--- src/rtl/i2c_sched_if.sv ---
// -----------------------------------------------------------------------------
// i2c_sched_if
//   Bundles the request/grant handshake of the two requesters with the
//   beg/scl pair of the shared I2C master.
//
//   Signals:
//     req0, req1   request strobes from the requesters
//     gnt0, gnt1   ownership levels back to the requesters
//     done0, done1 one-cycle end-of-transaction pulses
//     err          one-cycle pulse alongside doneX when the watchdog expired
//     m_beg        level to the master's beg input
//     m_scl        master's scl, observed for end-of-transaction detection
//
//   Modports:
//     slave   the scheduler (i2c_sched)
//     master  the requester/master side driving it
// -----------------------------------------------------------------------------
interface i2c_sched_if;
    logic req0;
    logic req1;
    logic gnt0;
    logic gnt1;
    logic done0;
    logic done1;
    logic err;
    logic m_beg;
    logic m_scl;

    modport slave (
        input  req0, req1, m_scl,
        output gnt0, gnt1, done0, done1, err, m_beg
    );

    modport master (
        output req0, req1, m_scl,
        input  gnt0, gnt1, done0, done1, err, m_beg
    );
endinterface

--- src/rtl/i2c_sched.sv ---
// -----------------------------------------------------------------------------
// i2c_sched
//   Transaction scheduler and round-robin arbiter for a single I2C master
//   shared by two requesters. Requests are latched into pending bits; in IDLE
//   the scheduler grants one requester and raises m_beg. The transaction is
//   considered finished once scl has been seen low and then stays high for
//   IDLE_CYC consecutive cycles. A watchdog ends ownership after TIMEOUT_CYC
//   cycles regardless. m_beg is then held low for GAP_CYC cycles so the master
//   can fall back from Wait to Default before the next grant.
//
//   Ports:
//     clk    system clock
//     rst_n  asynchronous active-low reset
//     bus    i2c_sched_if.slave (req0/1, gnt0/1, done0/1, err, m_beg, m_scl)
//
//   Parameters:
//     IDLE_CYC     scl-high cycles that mark the end of a transaction
//     TIMEOUT_CYC  maximum cycles from grant to finish
//     GAP_CYC      cycles m_beg stays low between transactions (>= 2)
//     POLL_DIV     auto-poll period in cycles
//
//   Build option:
//     I2C_SCHED_AUTOPOLL_EN  when defined, a free-running counter injects a
//                            one-cycle request on requester 0 every POLL_DIV
//                            cycles. When undefined, POLL_DIV is unused.
// -----------------------------------------------------------------------------
module i2c_sched #(
    parameter int unsigned IDLE_CYC    = 1000,
    parameter int unsigned TIMEOUT_CYC = 2_000_000,
    parameter int unsigned GAP_CYC     = 4,
    parameter int unsigned POLL_DIV    = 5_000_000
) (
    input  logic       clk,
    input  logic       rst_n,
    i2c_sched_if.slave bus
);

    localparam int IDLE_W = $clog2(IDLE_CYC) + 1;
    localparam int WD_W   = $clog2(TIMEOUT_CYC) + 1;
    localparam int GAP_W  = $clog2(GAP_CYC) + 1;

    localparam logic [IDLE_W-1:0] IDLE_LAST = IDLE_W'(IDLE_CYC - 1);
    localparam logic [WD_W-1:0]   WD_LAST   = WD_W'(TIMEOUT_CYC - 1);
    // RELEASE lasts GAP_CYC-1 cycles; the one IDLE cycle before the next
    // grant completes the GAP_CYC-cycle low phase of m_beg.
    localparam logic [GAP_W-1:0]  GAP_LAST  = GAP_W'(GAP_CYC - 2);

    if (GAP_CYC < 2) begin : g_bad_gap
        $error("i2c_sched: GAP_CYC must be at least 2");
    end
    if (POLL_DIV < 2) begin : g_bad_poll
        $error("i2c_sched: POLL_DIV must be at least 2");
    end

    typedef enum logic [1:0] {
        S_IDLE,
        S_RUN,
        S_RELEASE
    } state_t;

    state_t              state_q, state_d;
    logic                pend0_q, pend1_q;
    logic                last_q;       // index of the most recent grant, i.e. the current owner in RUN
    logic                seen_low_q;   // scl has gone low at least once in this transaction
    logic [IDLE_W-1:0]   idle_cnt_q;
    logic [WD_W-1:0]     wd_cnt_q;
    logic [GAP_W-1:0]    gap_cnt_q;
    logic                done0_q, done1_q, err_q;

    logic                start;        // IDLE -> RUN this cycle
    logic                grant_idx;
    logic                finish;       // RUN -> RELEASE this cycle
    logic                finish_err;
    logic                idle_hit;
    logic                wd_hit;
    logic                poll_stb;
    logic                req0_eff;

`ifdef I2C_SCHED_AUTOPOLL_EN
    localparam int                POLL_W    = $clog2(POLL_DIV) + 1;
    localparam logic [POLL_W-1:0] POLL_LAST = POLL_W'(POLL_DIV - 1);

    logic [POLL_W-1:0] poll_cnt_q;

    // Free-running from reset; it does not care whether requester 0 is
    // currently pending or granted, the pending bit absorbs duplicates.
    always_ff @(posedge clk or negedge rst_n) begin
        if (!rst_n) begin
            poll_cnt_q <= '0;
        end else if (poll_cnt_q == POLL_LAST) begin
            poll_cnt_q <= '0;
        end else begin
            poll_cnt_q <= poll_cnt_q + 1'b1;
        end
    end

    assign poll_stb = (poll_cnt_q == POLL_LAST);
`else
    assign poll_stb = 1'b0;
`endif

    assign req0_eff = bus.req0 | poll_stb;

    // scl high only counts once the master has left its Start phase.
    assign idle_hit = bus.m_scl && seen_low_q && (idle_cnt_q == IDLE_LAST);
    assign wd_hit   = (wd_cnt_q == WD_LAST);

    // NOTE: every signal assigned in this block gets its default first, so
    // no path through the case leaves one unassigned and no latch is inferred.
    always_comb begin
        state_d    = state_q;
        start      = 1'b0;
        grant_idx  = last_q;
        finish     = 1'b0;
        finish_err = 1'b0;

        case (state_q)
            S_IDLE: begin
                if (pend0_q || pend1_q) begin
                    start     = 1'b1;
                    // A tie goes to whoever was not served last.
                    grant_idx = (pend0_q && pend1_q) ? ~last_q : pend1_q;
                    state_d   = S_RUN;
                end
            end
            S_RUN: begin
                // Idle completion wins over a simultaneous watchdog expiry.
                if (idle_hit || wd_hit) begin
                    finish     = 1'b1;
                    finish_err = !idle_hit;
                    state_d    = S_RELEASE;
                end
            end
            S_RELEASE: begin
                if (gap_cnt_q == GAP_LAST) begin
                    state_d = S_IDLE;
                end
            end
            default: begin
                state_d = S_IDLE;
            end
        endcase
    end

    // NOTE: sequential state uses non-blocking assignments so every register
    // samples the pre-edge values, independent of statement order.
    always_ff @(posedge clk or negedge rst_n) begin
        if (!rst_n) begin
            state_q <= S_IDLE;
        end else begin
            state_q <= state_d;
        end
    end

    always_ff @(posedge clk or negedge rst_n) begin
        if (!rst_n) begin
            pend0_q    <= 1'b0;
            pend1_q    <= 1'b0;
            last_q     <= 1'b1;
            seen_low_q <= 1'b0;
            idle_cnt_q <= '0;
            wd_cnt_q   <= '0;
            gap_cnt_q  <= '0;
            done0_q    <= 1'b0;
            done1_q    <= 1'b0;
            err_q      <= 1'b0;
        end else begin
            // A request in the grant cycle survives the clear: set wins.
            pend0_q <= req0_eff | (pend0_q & ~(start & ~grant_idx));
            pend1_q <= bus.req1 | (pend1_q & ~(start &  grant_idx));

            if (start) begin
                last_q <= grant_idx;
            end

            done0_q <= finish & ~last_q;
            done1_q <= finish &  last_q;
            err_q   <= finish_err;

            case (state_q)
                S_IDLE: begin
                    // Holding these cleared in IDLE means RUN always starts fresh.
                    seen_low_q <= 1'b0;
                    idle_cnt_q <= '0;
                    wd_cnt_q   <= '0;
                    gap_cnt_q  <= '0;
                end
                S_RUN: begin
                    wd_cnt_q  <= wd_cnt_q + 1'b1;
                    gap_cnt_q <= '0;
                    if (!bus.m_scl) begin
                        seen_low_q <= 1'b1;
                        idle_cnt_q <= '0;
                    end else if (seen_low_q) begin
                        idle_cnt_q <= idle_cnt_q + 1'b1;
                    end
                end
                S_RELEASE: begin
                    gap_cnt_q <= gap_cnt_q + 1'b1;
                end
                default: begin
                    gap_cnt_q <= '0;
                end
            endcase
        end
    end

    // Decoded from state so they drop the moment reset is asserted.
    assign bus.m_beg = (state_q == S_RUN);
    assign bus.gnt0  = (state_q == S_RUN) && !last_q;
    assign bus.gnt1  = (state_q == S_RUN) &&  last_q;
    assign bus.done0 = done0_q;
    assign bus.done1 = done1_q;
    assign bus.err   = err_q;

endmodule
--- src/flat_wrapper.sv ---
// flat-port wrapper written by rule: the top's interface ports become plain ports
module i2c_sched_flat 
#(
    parameter int unsigned IDLE_CYC    = 1000,
    parameter int unsigned TIMEOUT_CYC = 2_000_000,
    parameter int unsigned GAP_CYC     = 4,
    parameter int unsigned POLL_DIV    = 5_000_000
)
  (clk, rst_n, bus_req0, bus_req1, bus_m_scl, bus_gnt0, bus_gnt1, bus_done0, bus_done1, bus_err, bus_m_beg);
  i2c_sched_if bus_i ();
  input  logic clk;
  input  logic rst_n;
  input wire logic [$bits(bus_i.req0)-1:0] bus_req0;
  input wire logic [$bits(bus_i.req1)-1:0] bus_req1;
  input wire logic [$bits(bus_i.m_scl)-1:0] bus_m_scl;
  output wire logic [$bits(bus_i.gnt0)-1:0] bus_gnt0;
  output wire logic [$bits(bus_i.gnt1)-1:0] bus_gnt1;
  output wire logic [$bits(bus_i.done0)-1:0] bus_done0;
  output wire logic [$bits(bus_i.done1)-1:0] bus_done1;
  output wire logic [$bits(bus_i.err)-1:0] bus_err;
  output wire logic [$bits(bus_i.m_beg)-1:0] bus_m_beg;
  assign bus_i.req0 = bus_req0;
  assign bus_i.req1 = bus_req1;
  assign bus_i.m_scl = bus_m_scl;
  assign bus_gnt0 = bus_i.gnt0;
  assign bus_gnt1 = bus_i.gnt1;
  assign bus_done0 = bus_i.done0;
  assign bus_done1 = bus_i.done1;
  assign bus_err = bus_i.err;
  assign bus_m_beg = bus_i.m_beg;
  i2c_sched #(.IDLE_CYC(IDLE_CYC), .TIMEOUT_CYC(TIMEOUT_CYC), .GAP_CYC(GAP_CYC), .POLL_DIV(POLL_DIV)) u_core (.clk(clk), .rst_n(rst_n), .bus(bus_i));
endmodule
--- config.mk ---
export PLATFORM = sky130hd
export DESIGN_NAME = i2c_sched_flat
export DESIGN_NICKNAME = d
export VERILOG_FILES = /design/src/rtl/i2c_sched_if.sv /design/src/rtl/i2c_sched.sv /design/src/flat_wrapper.sv
export SDC_FILE = /design/constraint.sdc
export NUM_CORES = 1
export LEC_CHECK = 0
export ABC_AREA = 1
export BUFFER_PORTS_ARGS = -buffer_cell sky130_fd_sc_hd__buf_4
export CAP_MARGIN = 10
export CELL_PAD_IN_SITES_DETAIL_PLACEMENT = 2
export CELL_PAD_IN_SITES_GLOBAL_PLACEMENT = 2
export CORE_UTILIZATION = 32
export DETAILED_ROUTE_END_ITERATION = 8
export GPL_TIMING_DRIVEN = 0
export PLACE_DENSITY = 0.75
export SLEW_MARGIN = 20
export SYNTH_ARGS = -nofsm -noshare
export SYNTH_HDL_FRONTEND = slang
export SYNTH_SLANG_ARGS = --single-unit
--- constraint.sdc ---
create_clock -name clk -period 1.25 [get_ports clk]
set_input_delay 0.1875 -clock clk [delete_from_list [all_inputs] [get_ports clk]]
set_output_delay 0.1875 -clock clk [all_outputs]
set_load 0.05 [all_outputs]
# After elaboration in Yosys (flattened, before gate mapping)
# Index checks and enable logic that the tools add are counted.
[word_totals] register_bits=45 inputBits=5 out_inout_bits=6 elab_cells=70
[classes] n_addsub=3 n_eq_ne=10 n_mux=20 n_bitwise=12 n_reduce_logical=14
[ops] cell="$pmux 22 s2" n=1
[ops] cell="$add 22x1->22 const B" n=1
[ops] cell="$eq 22x21->1 const B" n=1
[ops] cell="$mux 11" n=2
[ops] cell="$pmux 11 s2" n=1
[ops] cell="$add 11x1->11 const B" n=1
[ops] cell="$eq 11x10->1 const B" n=1
[ops] cell="$mux 1" n=10
[ops] cell="$and 1x1->1" n=6
[ops] cell="$mux 2" n=3
[ops] cell="$ne 2x1->1 const B" n=3
[ops] cell="$pmux 2 s3" n=1
[ops] cell="$logic_and 1x1->1" n=5
[ops] cell="$not 1->1" n=4
[ops] cell="$reduce_and 2->1" n=2
[ops] cell="$add 3x1->3 const B" n=1
[ops] cell="$eq 3x2->1 const B" n=1
[ops] cell="$mux 3" n=1
[ops] cell="$ne 3x2->1 const B" n=1
[ops] cell="$reduce_and 3->1" n=1
[ops] cell="$eq 2x1->1 const B" n=1
[ops] cell="$eq 2x2->1 const B" n=1
[ops] cell="$logic_not 1->1" n=2
[ops] cell="$logic_not 2->1" n=1
[ops] cell="other kinds (5)" n=7

# Depth between registers and ports, before layout
[logic_depth] ltp_word=9 depth_mapped=9 mapped_depth_nobuf=9

# Worst setup path after synthesis
# OpenSTA, ideal clock, no wires.
[synth_path] path_kind="reg2reg" start="register u_core.state_q[1]" end="register u_core.done0_q (netlist: u_core.bus.done0)" setup_time_ps=72 t_arrival_ps=1542 t_required_ps=1178 path_slack_ps=-364 path_stages_with_launch=6 path_buffers=0 period_less_slack_ps=1614 path_cell_list="dfrtp_1 -> nor2_1 -> inv_1 -> nor2_1 -> inv_1 -> nor2_1"
[synth_via] elab_chain_cells=3
[synth_rtl] item="start: declaration" line="i2c_sched.sv:61" rtl="state_t state_q, state_d;"
[synth_rtl] item="start signal: assignment" line="i2c_sched.sv:151" rtl="state_q <= state_d;"
[synth_rtl] item="$eq 2x1->1" line="i2c_sched.sv:117" rtl="case (state_q)"
[synth_rtl] item="$mux 1" line="i2c_sched.sv:117"
[synth_rtl] item="$and 1x1->1" line="i2c_sched.sv:176" rtl="done0_q <= finish & ~last_q;"
[synth_rtl] item="end signal: assignment" line="i2c_sched.sv:176"
[synth_rtl] item="end: declaration" line="i2c_sched.sv:68" rtl="logic done0_q, done1_q, err_q;"
# No other way between the ends.
# A chain may end at the register's enable or synchronous reset.

# Final worst setup path
[layout_path] start="register u_core.wd_cnt_q[10]" end="register u_core.wd_cnt_q[17]"
[layout_via] elab_chain_cells=2
[layout_rtl] item="start: declaration" line="i2c_sched.sv:66" rtl="logic [WD_W-1:0] wd_cnt_q;"
[layout_rtl] item="start signal: assignment" line="i2c_sched.sv:189" rtl="wd_cnt_q <= wd_cnt_q + 1'b1;"
[layout_rtl] item="$add 22x1->22" line="i2c_sched.sv:189"
[layout_rtl] item="$pmux 22 s2" line="i2c_sched.sv:180" rtl="case (state_q)"
# No other way between the ends.

==> out/summary.txt <==
status = complete, but fails checks
violated checks = negative setup slack
Pwr Density = 804.5 nW/um^2
Detail Route Antenna Nets = 0
dpl hpwl = 5627 microns
WP data arrival = 1850 ps
CP endpoint kind = register
Chip Height = 90.59 microns
max-slew violations = 0
asr flop ratio synth = 100.0%
clock transition at the registers of the reported paths = 100 ps
Non-Filler Instances = 512
Hold Path Class = in -> reg
design area = 3854 sq um
via count = 2,873
Clock Tree Buf Depth = 2
share of cells above drive strength 1 = 46.97%
clk root buf = clkbuf_8
Seq/Total Area, Yosys = 44.89%
top_reg_cell synth = dfrtp_1
Final setup violation count = 43
Worst Skew = 17.57 ps
most frequent cell after synthesis = nand2_1
top cells by area, synth = dfrtp_1 (44%), nand2_1 (12%), nor2_1 (8.2%)
final hold vios = 0
Post-DP Area = 2763 sq um
Worst Path Max Fanout = 5
EDFF count, synth = 0
first-pass GRT wire length = 15,300 microns
starting density of the core = 33.90%
die area = 8206 sq um
period utilisation layout = 131.1%
CP delay by family, top = simple AND/OR/NAND/NOR gates
Critical Setup Path Class = reg -> reg
Rows = 31
clock sinks = 45
# IOs = 11
DRC errors left = 0
antenna diode count = 0
largest net degree at the start of global routing = 46
total length of routed wires = 13,240 microns
share of the synthesized area in the top cell type = 43.85%
f_max = 0.6100 GHz
Worst-Margin Slew = 630.0 ps
syn_nets = 353
CTS tree = yes
Layout area overhead = 53.46%
Synth Instances = 344
crit path time final = 1639 ps
Buf/Inv on CP = 1
RD Place Congestion = 0.7923
Num CTS Buffers = 5
DRT Pass-1 Iters = 4
antenna violations before repair = 0
GRT Overall Usage = 24.12%
H-tree depth = 2
Synth Area per Inst = 7.300 sq um
RSZ-0062 raised after global routing = yes
Final Net Count = 421
static leakage = 1.732 nW
most frequent cells after synthesis = nand2_1 (78), nor2_1 (55), inv_1 (46)
Synth cell types = 29
Clock Latency Late Sink = 330 ps
Final WS setup = -389.3 ps
VDD IR max = 0.5727 mV
Synth Warn # = 0
number of max-cap violations = 0
Post-Place Cells = 453
Die Wd = 90.59 microns
I/O Buffers = 10
crit-path cells = nand2_1 -> nor2_1 -> inv_1 -> nor2_4 -> nand3_1 -> nand2_1 -> nor2_1
Core Box Area = 7408 sq um
Rel. slew slack = 58.00%
Yosys reg bits = 45
vias in the first global route = 2,867
Synth area leader = dfrtp_1
Iter 0 DRT Violations = 96
GRT Residual Overflow = 0
Post-Syn Area = 2511 sq um
WL per Instance = 25.85 microns
Slowest-stage cell, CP = dfrtp_2
CP required = 1460 ps
slowest cell delay on critical path = 430 ps
vias per inst = 5.611
CP startpoint kind = register
==> state kept, by name, indices dropped and copies added, names as in the netlist, 2 cells and up <==
signal             cells
u_core.wd_cnt_q       22
u_core.state_q         2
u_core.gap_cnt_q       3
u_core.idle_cnt_q     11
==> layout make-up <==
type	instances	area [sq um]
repair buffers	61	555.5
clock inverters	3	46.29
clock buffers	5	68.82
well taps	99	123.9
inverters	48	193.9
plain buffers	4	45.04
fillers	794	3555
multi-input cells	247	1672
flip-flops and latches	45	1149
==> cells in the final DEF (no fill, tap or decap), drive strengths merged <==
cell,count
buf,63
clkinv,2
nand3,32
o21bai,1
o211ai,1
nor3,10
dlygate4sd3,1
clkinvlp,2
o21a,3
xnor2,1
a211oi,1
a21oi,14
nor2,64
ha,4
clkbuf,6
nand2,80
a21o,1
dfrtp,44
o21ai,18
a21boi,1
inv,46
a22o,2
o22ai,2
nand4,10
bufinv,1
a31oi,2
dfstp,1
==> worst paths after layout <==
path,slack (ps),from,endpoint,cells past startpoint
min in group asynchronous,390,rst_n,u_core.idle_cnt_q[3],2
min reg2reg,510,u_core.gap_cnt_q[0],u_core.gap_cnt_q[0],1
max reg2reg,-390,u_core.wd_cnt_q[10],u_core.wd_cnt_q[17],7
max,-390,u_core.wd_cnt_q[10],u_core.wd_cnt_q[17],7
max in group asynchronous,370,rst_n,u_core.wd_cnt_q[16],2
min,50,bus_req1,u_core.pend1_q,2
==> power by group <==
group          leakage [nW]  internal (mW)  switching [mW]  total (mW)
sequential            0.558           1.49          0.0609        1.56
clock                0.0543          0.600           0.617        1.22
combinational          1.12          0.170           0.158       0.328
total                  1.73           2.26           0.836        3.10
==> stage by stage <==
step	utilization, %	worst slack (ps)	hold WS [ps]	setup TNS, ps	power, mW
6_report	52.02	-389.3	49.96	-9757	3.100
5_1_grt	52.02	-394.5	46.17	-11760	3.187
4_1_cts	44.30	-262.7	37.99	-4552	2.992
3_5_place_dp	37.29	-369.7	250.9	-7101	1.716
3_3_place_gp	37.29	-334.9	244.0	-5856	1.707
2_1_floorplan	-	-8.897	-108.1	-28.93	1.643
==> cell families after synthesis <==
logic type	count (synthesis)	synth area share, %
fa+ha+maj	4	1.993
flops	45	44.89
buf+inv	52	7.972
simple gates	196	34.08
xor+xnor	1	0.3488
compound gates	46	10.71
==> per-layer routing <==
layer | global-route usage [%] | wire (microns) | up-vias
met4 | 9.274 | 705 | 0
met2 | 43.50 | 6800 | 77
met3 | 3.788 | 419 | 58
met5 | 0 | 0 | -
li1 | - | - | 1249
met1 | 28.50 | 5311 | 1489
==> repair_timing <==
action	CTS	global route
resized for setup	66	105
pin swaps	17	37
buffers inserted	24	25
hold buffers	1	0
setup endpoints to repair	38	43
gates cloned	1	1
endpoints found under the hold margin	44	0
(Power assumes the default switching activity.)
